--- src/rtl/multicycle_cu.sv ---
// Multi-cycle control unit: latches one instruction per handshake and walks it
// through DECODE, EXEC/MEM and WB, driving registered datapath controls.
module multicycle_cu #(
  parameter int ALU_OP_W    = 3,
  parameter int MEM_TIMEOUT = 15,
  parameter int CNT_W       = 32
) (
  input  logic                clk,
  input  logic                rst,
  input  logic                instr_valid_i,
  input  logic [31:0]         instr_i,
  output logic                instr_ready_o,
  input  logic                mem_ready_i,
  output logic [ALU_OP_W-1:0] alu_op_o,
  output logic [4:0]          rs1_o,
  output logic [4:0]          rs2_o,
  output logic [4:0]          rd_o,
  output logic                mem_read_o,
  output logic                mem_write_o,
  output logic                reg_write_o,
  output logic                busy_o,
  output logic                illegal_o,
  output logic                fault_o,
  output logic [CNT_W-1:0]    retired_o
);

  typedef enum logic [2:0] {IDLE, DECODE, EXEC, MEM, WB} state_e;
  typedef enum logic [1:0] {K_R, K_LW, K_SW, K_ILL} kind_e;

  localparam logic [5:0] OP_R  = 6'b000000;
  localparam logic [5:0] OP_LW = 6'b100011;
  localparam logic [5:0] OP_SW = 6'b101011;
  localparam logic [7:0] WAIT_LAST = 8'(MEM_TIMEOUT - 1);

  typedef struct packed {
    logic                instrReady;
    logic                busy;
    logic                illegal;
    logic                memRead;
    logic                memWrite;
    logic                regWrite;
    logic [ALU_OP_W-1:0] aluOp;
    logic [4:0]          rs1;
    logic [4:0]          rs2;
    logic [4:0]          rd;
  } ctl_t;

  function automatic kind_e kindOf(input logic [31:0] ir);
    kind_e k;
    case (ir[31:26])
      OP_R:    k = K_R;
      OP_LW:   k = K_LW;
      OP_SW:   k = K_SW;
      default: k = K_ILL;
    endcase
    return k;
  endfunction

  // Controls are a pure function of (state, IR) and are registered on entry
  // to the state, so no input ever reaches an output combinationally.
  function automatic ctl_t ctlFor(input state_e st, input logic [31:0] ir);
    ctl_t c;
    c = '0;
    c.instrReady = (st == IDLE);
    c.busy       = (st != IDLE);
    if (st != IDLE) begin
      case (kindOf(ir))
        K_R: begin
          c.rs1 = ir[25:21];
          c.rs2 = ir[20:16];
          c.rd  = ir[15:11];
          if (st == EXEC || st == WB) c.aluOp = ir[3 +: ALU_OP_W];
        end
        K_LW: begin
          c.rs1     = ir[25:21];
          c.rd      = ir[15:11];
          c.memRead = (st == MEM);
        end
        K_SW: begin
          c.rs1      = ir[25:21];
          c.rs2      = ir[20:16];
          c.memWrite = (st == MEM);
        end
        default: c.illegal = (st == DECODE);
      endcase
      c.regWrite = (st == WB);
    end
    return c;
  endfunction

  state_e           state_q, state_d;
  logic [31:0]      ir_q, ir_d;
  logic [7:0]       wait_q, wait_d;
  logic [CNT_W-1:0] retired_q, retired_d;
  logic             fault_q, fault_d;
  ctl_t             ctl_q, ctl_d;

  // Next-state logic; a memory acknowledge takes priority over the timeout.
  always_comb begin
    state_d   = state_q;
    ir_d      = ir_q;
    wait_d    = wait_q;
    retired_d = retired_q;
    fault_d   = 1'b0;
    case (state_q)
      IDLE: begin
        if (instr_valid_i) begin
          ir_d    = instr_i;
          state_d = DECODE;
        end
      end
      DECODE: begin
        case (kindOf(ir_q))
          K_R:  state_d = EXEC;
          K_LW, K_SW: begin
            state_d = MEM;
            wait_d  = 8'd0;
          end
          default: state_d = IDLE;
        endcase
      end
      EXEC: state_d = WB;
      MEM: begin
        if (mem_ready_i) begin
          if (kindOf(ir_q) == K_LW) begin
            state_d = WB;
          end else begin
            state_d   = IDLE;
            retired_d = retired_q + CNT_W'(1);
          end
        end else if (wait_q == WAIT_LAST) begin
          state_d = IDLE;
          fault_d = 1'b1;
        end else begin
          wait_d = wait_q + 8'd1;
        end
      end
      WB: begin
        state_d   = IDLE;
        retired_d = retired_q + CNT_W'(1);
      end
      default: state_d = IDLE;
    endcase
    ctl_d = ctlFor(state_d, ir_d);
  end

  always_ff @(posedge clk or posedge rst) begin
    if (rst) begin
      state_q   <= IDLE;
      ir_q      <= '0;
      wait_q    <= '0;
      retired_q <= '0;
      fault_q   <= 1'b0;
      ctl_q     <= ctlFor(IDLE, 32'd0);
    end else begin
      state_q   <= state_d;
      ir_q      <= ir_d;
      wait_q    <= wait_d;
      retired_q <= retired_d;
      fault_q   <= fault_d;
      ctl_q     <= ctl_d;
    end
  end

  assign instr_ready_o = ctl_q.instrReady;
  assign busy_o        = ctl_q.busy;
  assign illegal_o     = ctl_q.illegal;
  assign mem_read_o    = ctl_q.memRead;
  assign mem_write_o   = ctl_q.memWrite;
  assign reg_write_o   = ctl_q.regWrite;
  assign alu_op_o      = ctl_q.aluOp;
  assign rs1_o         = ctl_q.rs1;
  assign rs2_o         = ctl_q.rs2;
  assign rd_o          = ctl_q.rd;
  assign fault_o       = fault_q;
  assign retired_o     = retired_q;

endmodule

--- config.mk ---
export PLATFORM = sky130hd
export DESIGN_NAME = multicycle_cu
export DESIGN_NICKNAME = d
export VERILOG_FILES = /design/src/rtl/multicycle_cu.sv
export SDC_FILE = /design/constraint.sdc
export NUM_CORES = 1
export LEC_CHECK = 0
export CAP_MARGIN = 20
export CORE_MARGIN = 4
export CORE_UTILIZATION = 41
export DETAILED_ROUTE_END_ITERATION = 10
export HOLD_SLACK_MARGIN = 0.05
export MAX_ROUTING_LAYER = met4
export PLACE_DENSITY = 0.68
export RECOVER_POWER = 100
export SYNTH_ARGS = -nofsm -noshare
export SYNTH_HDL_FRONTEND = slang
export SYNTH_SLANG_ARGS = --single-unit
--- constraint.sdc ---
create_clock -name clk -period 4.05 [get_ports clk]
set_input_delay 1.215 -clock clk [delete_from_list [all_inputs] [get_ports clk]]
set_output_delay 1.215 -clock clk [all_outputs]
set_load 0.01 [all_outputs]
==> impl_metrics.json <==
{
  "critPathKind": "primary input to flip-flop",
  "synth_area_leaders": "dfrtp_1 (58%), nand2_1 (8.1%), xnor2_1 (6.0%)",
  "end_kind": "flip-flop",
  "cp_slowest_cell": "nor4b_1",
  "cp_max_fo": 29,
  "overflow": 0,
  "grt_max_degree": 59,
  "violations": "max-capacitance violations, max-slew violations",
  "initial_core_util": 0.422,
  "r2r_start": "ir_q[27]$_DFF_PP0_",
  "worstRegToRegCells": 9,
  "synth_most_common_cell": "dfrtp_1",
  "cts_tree": "done",
  "diodes": 0,
  "powerDensity_nw_per_um2": 484,
  "finalCritPeriodShare": 0.841,
  "post-synth-top-area-fraction": 0.581,
  "status": "finished, violations left",
  "fp.dieH_um": 106,
  "dp_hpwl_mm": 5.83,
  "drive_above_1_share": 0.0637,
  "startpoint": "instr_valid_i",
  "finalCriticalPeriod_ps": 3410,
  "p_total_mw": 2.48,
  "syn-cell-area_um2": 3920,
  "clock_latency_ps": 360,
  "die_x_um": 106,
  "antenna_found_initial": 0,
  "nets": 491,
  "cts_max_level": 3,
  "whs_path_depth": 1,
  "p_leak_nw": 2.45,
  "synthFlopType": "dfrtp_1",
  "finalInstanceArea_um2": 5130,
  "ys_seq_area_frac": 0.588,
  "place_area_um2": 4940,
  "fin_ws_ps": 642,
  "synth_seq_cells": 92,
  "cap_violations": 1,
  "grt.total_usage": 0.154,
  "cts_setup_buffers": 0,
  "via_per_inst": 5.00,
  "clkTransAtPathRegs_ps": 100,
  "power_frac_clock": 0.262,
  "core_area_um2": 9280,
  "relSlewSlack": -0.0317,
  "area_growth_pct": 30.9,
  "ys_types": 47,
  "rows": 35,
  "start_kind": "primary input",
  "synth_warnings": 0,
  "hold-worst-slack_ps": 471,
  "seqPwrFrac": 0.496,
  "worstPathArrival_ps": 3640,
  "grt_first_pass_wirelength_mm": 13.7,
  "max_stage_delay_ps": 690,
  "cp_cell_sequence": "dlygate4sd3_1 -> nor4b_1 -> buf_4 -> a2111o_1 -> o21ai_0 -> o211ai_1 -> nor3b_1",
  "slew_violations": 35,
  "drt-initial-drc-count": 82,
  "die_area_um2": 11200,
  "cts.sinks": 92,
  "synth_nets": 399,
  "clock.fmax_mhz": 293,
  "fin_setup_tns_ps": 0,
  "synth-edff-count": 0,
  "rsz0062_at_grt": "no",
  "tightest_slew_ps": 1540,
  "firstDrtPassIters": 4,
  "async_reset_ff_frac": 1.00,
  "p_switching_mw": 0.813,
  "drc": 0,
  "hold_start": "retired_o[31]$_DFFE_PP0P_",
  "portBuffers": 84,
  "ys_top_cells_by_count": "dfrtp_1 (91), nand2_1 (85), xnor2_1 (27)",
  "hp-class": "flip-flop to flip-flop",
  "irDropWorstVdd_v": 0.000229,
  "cts_buffers": 9,
  "pwr-share-comb": 0.242,
  "p_int_mw": 1.67,
  "hold_violations": 0,
  "postSynthCellCount": 358,
  "sw_frac_of_total": 0.328,
  "ant_nets": 0,
  "postSynthAreaPerCell_um2": 10.9,
  "num-fill-cells": 842,
  "wl_per_cell_um": 13.9,
  "via_count": 2922,
  "ioPinCount": 93,
  "cts_resized": 0,
  "finalSetupViolCount": 0,
  "yosysTopAreaCell": "dfrtp_1",
  "finClkSkew_ps": 11.9,
  "wl_mm": 8.11,
  "grt_pass1_vias": 2917,
  "cts_root_buf": "clkbuf_8",
  "clockBufferDepth": 2,
  "ctsHoldBuffers": 0,
  "gp_congestion": 0.819,
  "pre_cts_ws_ps": 630,
  "cp.required_ps": 4280
}
## power groups by stage
stage,sequential [mW],combinational (mW),clock (mW)
6_report,1.23,0.599,0.651
3_5_place_dp,1.25,0.628,0
5_1_grt,1.26,0.671,0.709
2_1_floorplan,1.24,0.395,0
4_1_cts,1.23,0.632,0.674
3_3_place_gp,1.24,0.616,0
## critical path: cells and delay by family
kind	cells	cell delay (ps)
compound gates	3	590
buf+inv	2	1020
simple gates	2	810
## per-stage QoR
step                       util  instances
after floorplan               -        358
after global placement    0.533        568
after detailed placement  0.533        568
after CTS                 0.556        584
after global routing      0.552        584
final                     0.552        584
## sequential cells by signal, indices dropped and copies added, names as in the netlist
name and flops:
rs2_o 5, reg_write_o 1, state_q 3, mem_write_o 1, illegal_o 1, busy_o 1
ir_q 24, alu_op_o 3, wait_q 8, instr_ready_o 1, retired_o 32, fault_o 1
rs1_o 5, rd_o 5, mem_read_o 1
## layout by cell type, fill, tap and decap left out, types with 2 or more instances in the layout
master | netlist | layout
dlygate4sd3_1 | 0 | 60
mux2_2 | 2 | 2
nand3_1 | 16 | 16
clkdlybuf4s50_1 | 0 | 24
and4b_1 | 2 | 2
nor3_1 | 5 | 6
inv_6 | 0 | 2
clkbuf_8 | 0 | 9
buf_4 | 2 | 4
xnor2_1 | 27 | 27
and3b_1 | 2 | 2
nor3b_1 | 17 | 18
nand3b_1 | 3 | 3
a32oi_1 | 3 | 3
ha_1 | 5 | 5
nand4_1 | 10 | 10
nand2_1 | 85 | 85
nor4_1 | 4 | 4
a211oi_1 | 2 | 3
and4_1 | 6 | 6
dfrtp_1 | 91 | 91
and2_1 | 2 | 2
inv_1 | 9 | 8
nor2_1 | 13 | 13
a21oi_1 | 5 | 5
clkinv_4 | 0 | 2
o21ai_0 | 5 | 5
xor2_1 | 8 | 8
and3_1 | 4 | 4
o2111ai_1 | 2 | 2
a31oi_1 | 2 | 2
## kinds of logic after synthesis
family                   Yosys count  synth area share
buffers and inverters             18            0.0195
XOR/XNOR                          35            0.0783
multiplexers                       3           0.00830
AO/OA/AOI/OAI                     26            0.0495
flip-flops                        92             0.588
AND/OR/NAND/NOR                  179             0.240
adder cells (fa/ha/maj)            5            0.0160
## final cells by class
type / instances / area (um^2) / share of cell area
Tap cell: 129 / 161 / 0.0315
Multi-Input combinational cell: 248 / 1520 / 0.296
Clock inverter: 7 / 92.6 / 0.0181
Timing Repair Buffer: 90 / 895 / 0.174
Clock buffer: 9 / 124 / 0.0242
Sequential cell: 92 / 2300 / 0.449
Inverter: 9 / 35.0 / 0.00683
## metal layers
metal  vias to the layer above  share of wire  track usage
li1                       1416              -            -
met1                      1409           0.48        0.210
met2                        85           0.45        0.228
met3                        12          0.054       0.0392
met4                         0          0.010       0.0509
met5                         -              0            -
## worst paths after layout
kind,end,slack (ps)
max,rd_o[0]$_DFF_PP0_,640
min,retired_o[31]$_DFFE_PP0P_,470
max reg2reg,retired_o[29]$_DFFE_PP0P_,1130
min reg2reg,retired_o[31]$_DFFE_PP0P_,470
max in group asynchronous,fault_o$_DFF_PP0_,1490
min in group asynchronous,retired_o[26]$_DFFE_PP0P_,1670
Note: power is estimated with default switching activity, not from simulation.
==> RTL change: new RTL, same flow settings <==
The 5 states of `state_e` get a one-hot encoding in 5 bits.
--- a/src/rtl/multicycle_cu.sv
+++ b/src/rtl/multicycle_cu.sv
@@ -24,7 +24,7 @@
   output logic [CNT_W-1:0]    retired_o
 );
 
-  typedef enum logic [2:0] {IDLE, DECODE, EXEC, MEM, WB} state_e;
+  typedef enum logic [4:0] {IDLE = 5'b00001, DECODE = 5'b00010, EXEC = 5'b00100, MEM = 5'b01000, WB = 5'b10000} state_e;
   typedef enum logic [1:0] {K_R, K_LW, K_SW, K_ILL} kind_e;
 
   localparam logic [5:0] OP_R  = 6'b000000;
Formal check against the unedited RTL: same outputs for any inputs over 4 cycles, from zero or initial values and one cycle with rst high; so few cycles prove little.
==> RTL change against the original RTL <==
  * The run still ends with capacitance limit, slew limit left
  * Routed wire length is 8.8% higher
  * Cell area grew 3.9%
  * Non-clock buffer count grew 2
  * Worst setup slack gained 0.096 ns
  * Total power shrank 0.72%
  * Area after synthesis up 4.8%
  * Register-to-register slack worse by 0.21 ns
  * Sequential cell count increased by 2
  * Final cell count grew 5.1%
  * Critical path type unchanged
  * Largest cell class unchanged
  * Largest power group unchanged
==> RTL change: results (changes against the original RTL) <==
- The flow ran to the end, but the final reports show violations.
- The total of fill cells in the finished design is 897 (+6.5%).
- The final reports fail on capacitance limit, slew limit.
- The clock slew seen by the registers of the worst setup and hold paths is 0.08 ns (-0.02 ns).
- The gate count after technology mapping came to 384 (+7.3%).
- The total placed instance area is 5127 um^2 (+3.7%).
- The count of vias placed by the detailed router is 3089 (+5.7%).
- Among all stages on the critical path, the largest delay is contributed by dlygate4sd3_1.
- The wire length per cell is 14.37 um (+3.5%).
- The max-slew violation count is 47 (+34%).
- The arrival time at the worst endpoint is 3.56 ns (-0.08 ns).
- The xor/xnor share of the synthesized area was 0.06616 (-0.01209).
- The number of max-cap violations is 1 (unchanged).
- The total length of routed wires is 8821 um (+8.8%).
- The complex-gate fraction of the synthesized area is 0.06098 (+0.01147).
- The net count after synthesis is 425 (+6.5%).
- The longest individual stage delay on the worst path was 0.55 ns (-0.14 ns).
- The number of cells on the worst reg-to-reg path is 8 (-1).
- Sorting the synthesized cells by how often they occur yields dfrtp_1, nand2_1, xnor2_1.
- The static power due to leakage came to 0.002431 uW (-0.86%).
- The worst hold path depth came to 2 (+1).
- The startpoint of the most critical hold path is ir_q[11]$_DFF_PP0_.
- The slew of the pin with the lowest slew margin is 2.033 ns (+0.4935 ns).
- The worst register-to-register path begins at ir_q[29]$_DFF_PP0_.
- The number of different library cells in the post-synthesis netlist is 49 (+4.3%).
- The pin count of the biggest net entering global routing is 49 (-17%).
- The pre-CTS setup slack was 0.2700 ns (-0.3596 ns).
- The smallest hold slack is 0.4672 ns (-0.004002 ns).
==> RTL change: layer usage <==
metal	track usage	up-vias	part of all wire
met5	-	-	0
met3	0.03701	7	0.046
li1	-	1508	-
met1	0.1976	1504	0.45
met4	0.04779	0	0.012
met2	0.2669	70	0.49
==> RTL change: area by class of cell <==
type / count / area (um^2) / share of cell area
Sequential cell: 94 / 2355 / 0.4419
Tap cell: 133 / 166.4 / 0.03123
Clock buffer: 10 / 127.6 / 0.02395
Multi-Input combinational cell: 266 / 1610 / 0.3022
Timing Repair Buffer: 92 / 908.4 / 0.1705
Clock inverter: 6 / 111.4 / 0.02090
Inverter: 13 / 50.05 / 0.009392
==> RTL change: power breakdown <==
part / switching (uW) / internal [uW] / total, uW / leakage (uW)
registers: 85.2 / 1100 / 1180 / 0.00125
logic: 319 / 234 / 553 / 0.00107
clock network: 317 / 410 / 727 / 0.000116
total: 721 / 1740 / 2460 / 0.00243
